[config.mk]
export PLATFORM = sky130hd
export DESIGN_NAME = adder_rr_scheduler
export DESIGN_NICKNAME = d
export VERILOG_FILES = /design/src/rtl/adder_sched_pkg.sv /design/src/rtl/rr_arbiter.sv /design/src/rtl/adder_rr_scheduler.sv
export SDC_FILE = /design/constraint.sdc
export NUM_CORES = 1
export LEC_CHECK = 0
export BUFFER_PORTS_ARGS = -buffer_cell sky130_fd_sc_hd__buf_2
export CORE_AREA = 5 5 83 85
export CTS_BUF_LIST = sky130_fd_sc_hd__clkbuf_4 sky130_fd_sc_hd__clkbuf_8
export DETAILED_ROUTE_END_ITERATION = 8
export DIE_AREA = 0 0 88 90
export GPL_TIMING_DRIVEN = 0
export HOLD_SLACK_MARGIN = 0.15
export PLACE_DENSITY_LB_ADDON = 0.3
export SYNTH_ARGS = -nofsm -noshare
export SYNTH_HDL_FRONTEND = slang
export SYNTH_HIERARCHICAL = 1
export SYNTH_SLANG_ARGS = --single-unit
[constraint.sdc]
create_clock -name clk -period 5.8 [get_ports clk]
set_input_delay 0.29 -clock clk [delete_from_list [all_inputs] [get_ports clk]]
set_output_delay 0.29 -clock clk [all_outputs]
set_load 0.05 [all_outputs]
[src/rtl/adder_sched_pkg.sv]
// rtl/adder_sched_pkg.sv - shared state type and constants for the adder scheduler
package adder_sched_pkg;
  localparam int ADDER_DATA_W = 8;
  localparam int MAX_ADD_LAT  = 7;
  localparam int LAT_CNT_W    = $clog2(MAX_ADD_LAT + 1);

  typedef enum logic [1:0] {
    S_IDLE,
    S_ISSUE,
    S_WAIT,
    S_RESP
  } sched_state_t;
endpackage

[src/rtl/rr_arbiter.sv]
// rtl/rr_arbiter.sv - combinational round-robin arbiter with optional grant lock
module rr_arbiter #(
  parameter int NUM_REQ = 4,
  parameter int ID_W    = $clog2(NUM_REQ)
) (
  input  logic [NUM_REQ-1:0] i_req,
  input  logic [ID_W-1:0]    i_ptr,
  input  logic               i_lock_en,
  input  logic [ID_W-1:0]    i_lock_id,
  output logic [NUM_REQ-1:0] o_gnt,
  output logic [ID_W-1:0]    o_gnt_id
);
  logic [ID_W-1:0] w_idx;

  always_comb begin
    o_gnt    = '0;
    o_gnt_id = '0;
    w_idx    = '0;
    if (i_lock_en) begin
      if (i_req[i_lock_id]) begin
        o_gnt[i_lock_id] = 1'b1;
        o_gnt_id         = i_lock_id;
      end
    end else begin
      // Walk from the far end back toward i_ptr so the nearest request wins.
      for (int k = NUM_REQ - 1; k >= 0; k--) begin
        w_idx = ID_W'((int'(i_ptr) + k) % NUM_REQ);
        if (i_req[w_idx]) begin
          o_gnt        = '0;
          o_gnt[w_idx] = 1'b1;
          o_gnt_id     = w_idx;
        end
      end
    end
  end
endmodule

[src/rtl/adder_rr_scheduler.sv]
// rtl/adder_rr_scheduler.sv - round-robin sharing of one registered adder
// Optional chained-carry lock mode: ADDER_SCHED_LOCK_EN.
module adder_rr_scheduler
  import adder_sched_pkg::*;
#(
  parameter  int NUM_REQ = 4,
  parameter  int ADD_LAT = 1,
  localparam int ID_W    = $clog2(NUM_REQ)
) (
  input  logic                             clk,
  input  logic                             rst,
  input  logic [NUM_REQ-1:0]               i_req_valid,
  output logic [NUM_REQ-1:0]               o_req_ready,
  input  logic [NUM_REQ*ADDER_DATA_W-1:0]  i_req_a,
  input  logic [NUM_REQ*ADDER_DATA_W-1:0]  i_req_b,
  input  logic [NUM_REQ-1:0]               i_req_cin,
`ifdef ADDER_SCHED_LOCK_EN
  input  logic [NUM_REQ-1:0]               i_req_lock,
`endif
  output logic [ADDER_DATA_W-1:0]          o_add_a,
  output logic [ADDER_DATA_W-1:0]          o_add_b,
  output logic                             o_add_cin,
  input  logic [ADDER_DATA_W-1:0]          i_add_sum,
  input  logic                             i_add_cout,
  output logic                             o_rsp_valid,
  input  logic                             i_rsp_ready,
  output logic [ID_W-1:0]                  o_rsp_id,
  output logic [ADDER_DATA_W-1:0]          o_rsp_sum,
  output logic                             o_rsp_cout,
  output logic                             o_busy
);
  sched_state_t            r_state;
  logic [ID_W-1:0]         r_rr_ptr;
  logic [ID_W-1:0]         r_cur_id;
  logic [LAT_CNT_W-1:0]    r_lat_cnt;
  logic [ADDER_DATA_W-1:0] r_add_a;
  logic [ADDER_DATA_W-1:0] r_add_b;
  logic                    r_add_cin;
  logic                    r_rsp_valid;
  logic [ID_W-1:0]         r_rsp_id;
  logic [ADDER_DATA_W-1:0] r_rsp_sum;
  logic                    r_rsp_cout;

  logic [NUM_REQ-1:0]      w_gnt;
  logic [ID_W-1:0]         w_gnt_id;
  logic [ID_W-1:0]         w_next_ptr;
  logic                    w_accept;
  logic                    w_lock_en;
  logic [ID_W-1:0]         w_lock_id;
  logic                    w_cin;

`ifdef ADDER_SCHED_LOCK_EN
  logic                    r_locked;
  logic [ID_W-1:0]         r_lock_id;

  assign w_lock_en = r_locked;
  assign w_lock_id = r_lock_id;
  // Inside a chain the carry comes from the previous byte's result.
  assign w_cin     = r_locked ? r_rsp_cout : i_req_cin[w_gnt_id];
`else
  assign w_lock_en = 1'b0;
  assign w_lock_id = '0;
  assign w_cin     = i_req_cin[w_gnt_id];
`endif

  rr_arbiter #(
    .NUM_REQ (NUM_REQ),
    .ID_W    (ID_W)
  ) u_arb (
    .i_req     (i_req_valid),
    .i_ptr     (r_rr_ptr),
    .i_lock_en (w_lock_en),
    .i_lock_id (w_lock_id),
    .o_gnt     (w_gnt),
    .o_gnt_id  (w_gnt_id)
  );

  assign w_accept    = (r_state == S_IDLE) && (|w_gnt);
  assign w_next_ptr  = (w_gnt_id == ID_W'(NUM_REQ - 1)) ? '0 : w_gnt_id + 1'b1;
  assign o_req_ready = ((r_state == S_IDLE) && !rst) ? w_gnt : '0;
  assign o_busy      = (r_state != S_IDLE);
  assign o_add_a     = r_add_a;
  assign o_add_b     = r_add_b;
  assign o_add_cin   = r_add_cin;
  assign o_rsp_valid = r_rsp_valid;
  assign o_rsp_id    = r_rsp_id;
  assign o_rsp_sum   = r_rsp_sum;
  assign o_rsp_cout  = r_rsp_cout;

  always_ff @(posedge clk or posedge rst) begin
    if (rst) begin
      r_state     <= S_IDLE;
      r_rr_ptr    <= '0;
      r_cur_id    <= '0;
      r_lat_cnt   <= '0;
      r_add_a     <= '0;
      r_add_b     <= '0;
      r_add_cin   <= 1'b0;
      r_rsp_valid <= 1'b0;
      r_rsp_id    <= '0;
      r_rsp_sum   <= '0;
      r_rsp_cout  <= 1'b0;
`ifdef ADDER_SCHED_LOCK_EN
      r_locked    <= 1'b0;
      r_lock_id   <= '0;
`endif
    end else begin
      case (r_state)
        S_IDLE: begin
          if (w_accept) begin
            r_add_a   <= i_req_a[ADDER_DATA_W*w_gnt_id +: ADDER_DATA_W];
            r_add_b   <= i_req_b[ADDER_DATA_W*w_gnt_id +: ADDER_DATA_W];
            r_add_cin <= w_cin;
            r_cur_id  <= w_gnt_id;
            r_rr_ptr  <= w_next_ptr;
            r_state   <= S_ISSUE;
`ifdef ADDER_SCHED_LOCK_EN
            r_locked  <= i_req_lock[w_gnt_id];
            r_lock_id <= w_gnt_id;
`endif
          end
        end
        S_ISSUE: begin
          r_lat_cnt <= LAT_CNT_W'(ADD_LAT - 1);
          r_state   <= S_WAIT;
        end
        S_WAIT: begin
          if (r_lat_cnt != '0) begin
            r_lat_cnt <= r_lat_cnt - 1'b1;
          end else begin
            r_rsp_sum   <= i_add_sum;
            r_rsp_cout  <= i_add_cout;
            r_rsp_id    <= r_cur_id;
            r_rsp_valid <= 1'b1;
            r_state     <= S_RESP;
          end
        end
        S_RESP: begin
          if (i_rsp_ready) begin
            r_rsp_valid <= 1'b0;
            r_state     <= S_IDLE;
          end
        end
        default: r_state <= S_IDLE;
      endcase
    end
  end
endmodule

# == After elaboration in Yosys (flattened, before gate mapping) ==
# Index checks and enable logic that the tools add are counted.
# classes
add_sub_neg,5
order_cmp,9
eq_ne,8
shifts,2
n_mux,37
bitwise_logic,1
reduce_logical,18
# op_table
cell,count
indexed part select 32 x 6 -> 8 bit,2
two-way mux 4 bit,5
two-way mux 2 bit,8
less-than comparator 2 x 3 -> 1 bit (second input constant),5
two-way mux 1 bit,11
binary-select mux 1 bit (select 2 bit),5
demux 1 bit (select 2 bit),4
greater-or-equal comparator 2 x 1 -> 1 bit (second input constant),4
!= test 2 bit (second input constant),4
one-hot mux 2 bit (4 select lines),1
== test 2 bit (second input constant),3
logical AND 1 bit,6
one-hot mux 3 bit (2 select lines),1
AND reduction 2 bit,3
AND reduction 3 bit,2
nonzero test 2 bit,3
adder 2 x 1 -> 2 bit (second input constant),2
adder 2 bit (second input constant),2
OR reduction 4 bit,1
two-way mux 3 bit,1
nonzero test 3 bit,1
subtractor 3 x 1 -> 3 bit (second input constant),1
== test 2 x 1 -> 1 bit (second input constant),1
logical NOT 2 bit,1
other kinds (3),3
# totals
register_bits,38
input_bits,84
out_inout_bits,34
wordCells,91

# == Logic depth before layout (Yosys ltp) ==
# Gate-level depths: netlist of run 1.
# depth
depth_word,13
ltp_mapped,13

# == Cells and area by module ==
# Netlist of run 1, hierarchy kept.
# modules_own_cells
module,instances,cells_per_inst,area_per_inst_um2
adder_rr_scheduler,1,134,2074.5
rr_arbiter,1,68,525.5

# == Least setup slack after synthesis of run 1 ==
# No wires, ideal clock.
# synth_path
kind,reg-to-reg
start,reg r_rr_ptr[0]
end,reg r_state[1]
setup_ns,0.125
arrival_time_ns,2.968
required_ns,5.675
path_slack_ns,2.707
stages_incl_launch_ff,12
n_path_buf,2
period_less_slack_ns,3.093
cell_sequence,dfrtp_1 -> buf_6 -> inv_1 -> ha_1 -> mux4_2 -> buf_4 -> o21ai_0 -> a211oi_1 -> o31ai_1 -> nor4_1 -> a221oi_1 -> mux2_2
# synth_via
elab_chain_len,13
# synth_rtl
element,line,text
start: declaration,adder_rr_scheduler.sv:33,logic [ID_W-1:0] r_rr_ptr;
start signal: assignment,adder_rr_scheduler.sv:115,r_rr_ptr <= w_next_ptr;
adder 2 bit,rr_arbiter.sv:27,w_idx = ID_W'((int'(i_ptr) + k) % NUM_REQ);
less-than comparator 2 x 3 -> 1 bit (not written as such) or greater-or-equal comparator 2 x 1 -> 1 bit (tied branches),rr_arbiter.sv:30,o_gnt[w_idx] = 1'b1;
logical AND 1 bit (not written as such),rr_arbiter.sv:30,
two-way mux 1 bit (not written as such),rr_arbiter.sv:30,
demux 1 bit (select 2 bit),--,
two-way mux 4 bit (3 in series),rr_arbiter.sv:28,if (i_req[w_idx]) begin
two-way mux 4 bit (*),rr_arbiter.sv:28,
named net w_gnt[2],adder_rr_scheduler.sv:44,logic [NUM_REQ-1:0] w_gnt;
OR reduction 4 bit (*),adder_rr_scheduler.sv:78,assign w_accept = (r_state == S_IDLE) && (|w_gnt);
logical AND 1 bit (*),adder_rr_scheduler.sv:78,
!= test 2 bit (no line) (*),--,
AND reduction 3 bit (no line) (*),--,
end signal: assignment,adder_rr_scheduler.sv:92,r_state <= S_IDLE;
end signal: assignment,adder_rr_scheduler.sv:116,r_state <= S_ISSUE;
end signal: assignment,adder_rr_scheduler.sv:125,r_state <= S_WAIT;
end: declaration,adder_rr_scheduler.sv:32,sched_state_t r_state;
# The timed path passes the listed nets; every way through them passes the cells marked *. The select of a mux whose other input is x is not followed.
# A chain may end at the register's enable or synchronous reset.

# == Final worst setup path of run 1 ==
# layout_path
start,reg r_rr_ptr[0]
end,out o_req_ready[1]
# layout_via
elab_chain_len,10
# layout_rtl
element,line,text
adder 2 bit,rr_arbiter.sv:27,
less-than comparator 2 x 3 -> 1 bit (not written as such) or greater-or-equal comparator 2 x 1 -> 1 bit (tied branches),rr_arbiter.sv:30,
logical AND 1 bit (not written as such),rr_arbiter.sv:30,
two-way mux 1 bit (not written as such),rr_arbiter.sv:30,
demux 1 bit (select 2 bit),--,
two-way mux 4 bit (3 in series),rr_arbiter.sv:28,
two-way mux 4 bit (*),rr_arbiter.sv:28,
named net w_gnt[1],adder_rr_scheduler.sv:44,
two-way mux 4 bit (*),adder_rr_scheduler.sv:80,assign o_req_ready = ((r_state == S_IDLE) && !rst) ? w_gnt : '0;
end: declaration,adder_rr_scheduler.sv:13,"output logic [NUM_REQ-1:0] o_req_ready,"
# Marked as above.

==> metrics.txt, run 1 <==
leading area contributor after synthesis=dfrtp_1; Inst Count DP=405; crit path DAT=around 3300 ps; Setup crit end kind=output pin; Post-synth ARST share=100.0%; Slew headroom=a little over two fifths; Max IR drop VDD=about 300 uV; HPWL after DPL=roughly 5300 microns; Syn-to-layout area delta=31.18%; final hold violation count=0; CTS tree=done; r2r setup slk=approximately 2300 ps; layout cell share with drive strength beyond 1=55.06%; Worst R2R End=r_state[1]; antenna violations before repair=0; # DRC=0; sequential area share after synthesis=36.57%; die boundary width=just under 90 microns; Worst Hold Class=in -> async; vias in the first global route=2249; total die area=7920 sq um; RD Place Congestion=~0.84; pwr dens=roughly 580 nW/um^2; largest family of logic cells by synthesized area=multiplexers; final std cells w/o fill=between 400 and 500; cells on worst reg2reg path=11; top-count cell post-synth=dfrtp_1; CTS Sinks=38; adder-cell share of the synthesized area=about 7.7%; XOR/XNOR Fraction of Synth Area=0%; clock skew=about 5.3 ps; Crit Path Max Fanout=10; vias=roughly 2.2k; yosys warns=6; Worst R2R Start=r_rr_ptr[0]; Post-Place Setup Slack=about 2300 ps; fin crit share=between 60% and 70%; 1st-iter DRT viols=a little over 90; Worst EP required=~5500 ps; Remaining Overflow, GRT=0; Post-Syn Area per Cell=between 10 and 15 sq um; ant diodes=0; post-CTS setup buffer count=0; setup ws final=about 2200 ps; Buffers on Ports=~120; first-pass iteration count of the detailed router=4; worst-margin pin slew=about 850 ps; DP Area=roughly 3300 sq um; GR Util All Layers=between 10% and 20%; # hold bufs at CTS=0; Worst-path clk slew=about 80 ps; commonest cells in the netlist=38 x dfrtp_1, 34 x mux2_2, 16 x ha_1; Final Setup Violations=0; post-cts resize count=0; fmax=279.4 MHz; Synth Instances=approximately 200; Critical Path Source Type=register; critical path class=reg -> out; ranking of synthesized cells by area=dfrtp_1 37%, mux2_2 15%, mux4_2 11%; LEAKAGE=1.684 nW; H-tree depth=2; Cell Area, Synth=around 2600 sq um; Final nets=between 400 and 500; Initial Util=42.40%; final period demand of the worst path=~3600 ps; max-slew violations=0; pin count of the biggest net entering global routing=43; mux cell area share after synthesis=approximately a third; Skew-Pair Late Insertion Delay=roughly 290 ps; setup TNS=0 ps; io pins=roughly 120; first-pass GRT wire length=10540 microns; die height=~90 microns; DR WL/cell=about 16 microns; most common flop cell mapped by yosys=dfrtp_1; max-cap viol count=0; number of distinct library cells after synthesis=39; standard-cell row count=29; CTS root buf=clkbuf_8; CTS Buf Count=5; Post-synth EDFFs=0; status=complete, no violations; Compound-Gate Fraction of Synth Area=9.384%; WL final=roughly 6400 microns; RSZ-0062 raised after global routing=false; CORE AREA=6132 sq um; maximum root-to-sink buffer count=2; register bit total from synthesis=38; Via-to-Cell Ratio=between 5 and 6; Synth Area in Simple Gates=7.507%; final instance area=about 3400 sq um; crit path from=r_rr_ptr[0]; Synth top area share=between 30% and 40%; Routed Antenna Nets=0
stage by stage:
step | utilization (%) | hold slack [ps] | total power [mW]
after floorplan | - | 440.6 | 1.521
after global placement | 54.07 | 471.4 | 1.774
after detailed placement | 54.07 | 480.3 | 1.804
after CTS | 55.62 | 203.0 | 1.998
after global routing | 55.62 | 216.3 | 2.112
final | 55.62 | 175.4 | 1.983
how the worst max path moves through the flow:
| stage | end | cells past startpoint |
|---|---|---|
| detailed placement | r_state[1] | 11 |
| CTS | o_req_ready[1] | 10 |
| global route | r_state[1] | 11 |
| global placement | o_add_b[1] | 12 |
| floorplan | r_state[1] | 11 |
| finish | o_req_ready[1] | 10 |
flip-flops by register name (all words and copies together) (netlist names):
signal and flops:
o_add_a 8, o_add_b 8, o_rsp_sum 8, r_lat_cnt 3, o_rsp_id 2, r_cur_id 2
r_rr_ptr 2, r_state 2, o_add_cin 1, o_rsp_cout 1, o_rsp_valid 1
where the power goes:
part / internal [mW] / leakage, nW / switching [mW]
clock network: 0.0956 / 0.0472 / 0.0944
logic: 0.516 / 1.18 / 0.812
registers: 0.392 / 0.456 / 0.0735
routing by layer:
layer	vias to the layer above	track usage, %	wire length [microns]
met4	0	3.453	65
met3	9	6.764	669
li1	1019	-	-
met5	-	0	0
met1	1021	19.75	2506
met2	101	28.58	3202
worst max-delay path: stages (launching register included):
cell and delay, ps:
dfrtp_1 470, buf_6 170, inv_1 140, ha_1 420
mux4_2 330, buf_4 190, o21ai_0 180, a211oi_1 70
o31ai_1 540, and3_1 230, buf_2 260
layout make-up:
cell class / instances / area, sq um
Buffer: 10 / 83.83
Clock buffer: 6 / 82.58
Clock inverter: 2 / 12.51
Fill cell: 538 / 2721
Inverter: 11 / 41.29
Multi-Input combinational cell: 152 / 1558
Sequential cell: 38 / 950.9
Tap cell: 77 / 96.34
Timing Repair Buffer: 117 / 585.6
kinds of logic after synthesis:
kind of cell | count (synthesis)
compound gates | 33
fa+ha+maj | 16
buf+inv | 21
flops | 38
mux | 56
other cells | 1
simple gates | 37
layout by cell type (no fill, tap or decap), types with 4 or more instances in the layout:
cell and count:
o31ai_1 5, ha_1 16, o21ai_0 6, dfrtp_1 38, inv_1 10, nand2_1 12, clkbuf_8 6, and3_1 4
a211oi_1 4, mux4_2 13, a21oi_1 7, mux2_2 34, nor2_1 7, buf_2 119, conb_1 10, mux4_1 7
Power figures use the tool's default switching activity.
==> run 2, diff against run 1 <==
==> constraint.sdc (replaced) <==
create_clock -name clk -period 3.37 [get_ports clk]
set_input_delay 0.1685 -clock clk [delete_from_list [all_inputs] [get_ports clk]]
set_output_delay 0.1685 -clock clk [all_outputs]
set_load 0.05 [all_outputs]
==> run 2 against run 1 <==
  * Core utilization rose by 3.5 points
  * Design area rose by 6.2%
  * Clock power rose by 72%
  * Critical path depth rose by 3
  * Count of clock-buffer cells in the layout did not move
  * Worst setup slack got worse by 2100 ps
  * Non-clock buffer count rose by 16
  * Highest routed layer unchanged
==> metrics.txt, run 2 (synthesized netlist as in run 1, its figures left out) <==
status=complete, no violations (unchanged); crit path DAT=3450 ps (was 3290 ps); fin crit share=a little over nine tenths; Post-Place Setup Slack=-137.2 ps (was 2293 ps); Setup crit end kind=register (was output pin); Register Area=953.4 sq um (was 950.9 sq um); # DRC=0 (unchanged); WL final=6826 microns (was 6444 microns); max-cap viol count=0 (unchanged); clock skew=6.009 ps (was 5.277 ps); RD Place Congestion=0.8369 (unchanged); Buffers on Ports=117 (unchanged); layout cell share with drive strength beyond 1=57.39% (was 55.06%); CTS Buf Count=5 (unchanged); max-slew violations=0 (unchanged); Worst Hold Class=in -> reg (was in -> async); H-tree depth=2 (unchanged); Critical Path Source Type=register (unchanged); LEAKAGE=1.766 nW (was 1.684 nW); setup ws final=90.49 ps (was 2221 ps); CORE AREA=6132 sq um (unchanged); first-pass GRT wire length=11030 microns (was 10540 microns); Tot Pwr=3.562 mW (was 1.983 mW); CTS Sinks=38 (unchanged); vias in the first global route=2372 (was 2249); CTS tree=done (unchanged); 1st-iter DRT viols=91 (was 93); hold slack=308.9 ps (was 175.4 ps); Gate power share=68.3% (was 67.0%); die height=90 microns (unchanged); switching power=1.745 mW (was 0.9799 mW); Final Setup Violations=0 (unchanged); final period demand of the worst path=between 3000 and 4000 ps; die boundary width=88 microns (unchanged); total die area=7920 sq um (unchanged); pin count of the biggest net entering global routing=43 (unchanged); standard-cell row count=29 (unchanged); HPWL after DPL=5256 microns (unchanged); cells on worst reg2reg path=13 (was 11); Worst EP required=3540 ps (was 5510 ps); sw frac=48.99% (was 49.42%); CTS root buf=clkbuf_8 (unchanged); fmax=around 300 MHz; most common cell after layout, fill and taps aside=buf_2 (unchanged); Skew-Pair Late Insertion Delay=290 ps (about the same); final std cells w/o fill=429 (was 413); Inst Count DP=405 (unchanged); vias=2222 (was 2150); DR WL/cell=15.91 microns (was 15.60 microns); pwr dens=983.1 nW/um^2 (was 581.3 nW/um^2); clock share of power=9.2% (was 9.6%); P_int=1.817 mW (was 1.003 mW); first-pass iteration count of the detailed router=4 (unchanged); Final nets=451 (was 435); maximum root-to-sink buffer count=2 (unchanged); area occupied by multi-input gates=1608 sq um (was 1558 sq um); worst-margin pin slew=851.0 ps (was 851.7 ps); Syn-to-layout area delta=39.36% (was 31.18%); Initial Util=42.40% (unchanged); hold depth=3; r2r setup slk=90 ps (was 2260 ps); Crit Path Max Fanout=10 (unchanged); GR Util All Layers=17.57% (was 16.80%); ant diodes=0 (unchanged); Max IR drop VDD=517.8 uV (was 300.7 uV); final hold violation count=0 (unchanged); Remaining Overflow, GRT=0 (unchanged); io pins=118 (unchanged); # fillers=522 (was 538); sequential power share=22.6% (was 23.5%); antenna violations before repair=0 (unchanged); Via-to-Cell Ratio=5.179 (was 5.206); Worst-path clk slew=70 ps (was 80 ps); Slew headroom=43.19% (was 43.14%); Routed Antenna Nets=0 (unchanged); critical path class=reg -> reg (was reg -> out); most frequent cells in the layout=119 x buf_2, 36 x dfrtp_1, 34 x mux2_2, 15 x ha_1, 13 x mux4_2 (was 119 x buf_2, 38 x dfrtp_1, 34 x mux2_2, 16 x ha_1, 13 x mux4_2)
-- run 2: cell types whose count changed in the layout (fill, tap and decap cells not counted), sizes merged --
| cell | previous run | this run |
|---|---|---|
| buf | 126 | 130 |
| clkbuf | 7 | 8 |
| clkinvlp | 1 | 2 |
| dlygate4sd3 | 0 | 11 |
| inv | 11 | 10 |
-- run 2: layer usage --
| metal | share of wire (%) | wire (microns) | track usage (%) | vias to the layer above |
|---|---|---|---|---|
| li1 | - | - | - | 1055 |
| met1 | 38 | 2608 | 20.05 | 1061 |
| met2 | 51 | 3486 | 30.65 | 101 |
| met3 | 9.8 | 668 | 7.038 | 5 |
| met4 | 0.91 | 62 | 3.453 | 0 |
| met5 | 0 | 0 | 0 | - |
-- run 2: area by class of cell --
type,instances,area share (%)
tap,77,2.659
inverter,11,1.243
timing repair buffer,133,20.23
clock buffer,6,2.279
sequential,38,26.31
buffer,10,2.555
clock inverter,2,0.3453
multi-input combinational,152,44.37
-- run 2: power groups by stage --
stage	clock network (mW)	logic, mW	registers (mW)
floorplan	0	1.21	1.41
global placement	0	2.26	0.798
detailed placement	0	2.30	0.808
CTS	0.336	2.38	0.804
global route	0.350	2.60	0.833
finish	0.327	2.43	0.804
-- run 2: repair_timing --
action | CTS | global route
buffers inserted | 2 | 3
setup endpoints to repair | 21 | 23
hold endpoints to repair | 48 | 0
hold buffers | 11 | 0
gates resized for setup | 9 | 5
pin swaps | 1 | 0
-- run 2: path summary, 6_finish.rpt --
path,to,startpoint
hold reg to reg,r_cur_id[0],r_cur_id[0]
setup / recovery,o_add_b[3],r_rr_ptr[0]
setup reg to reg,o_add_b[3],r_rr_ptr[0]
hold / removal,o_add_a[4],i_req_a[28]
min in group asynchronous,o_rsp_sum[2],rst
max in group asynchronous,r_rr_ptr[0],rst
-- run 2: critical path, stage by stage (launching register included) --
cell	delay (ps)
dfrtp_2	430
buf_6	160
clkinvlp_4	160
ha_4	330
mux4_2	300
buf_4	190
nand2_1	80
o21ai_0	90
a211oi_1	280
o31ai_2	140
o41ai_4	320
buf_4	190
buf_6	150
mux2_2	340
-- run 2: per-stage QoR --
step	instance area [sq um]	setup TNS [ps]	utilization [%]
after global routing	3623	-147.6	59.09
final	3623	0	59.09
after CTS	3577	0	58.34
after detailed placement	3316	-1987	54.07
after floorplan	2634	0	-
after global placement	3316	-946.3	54.07
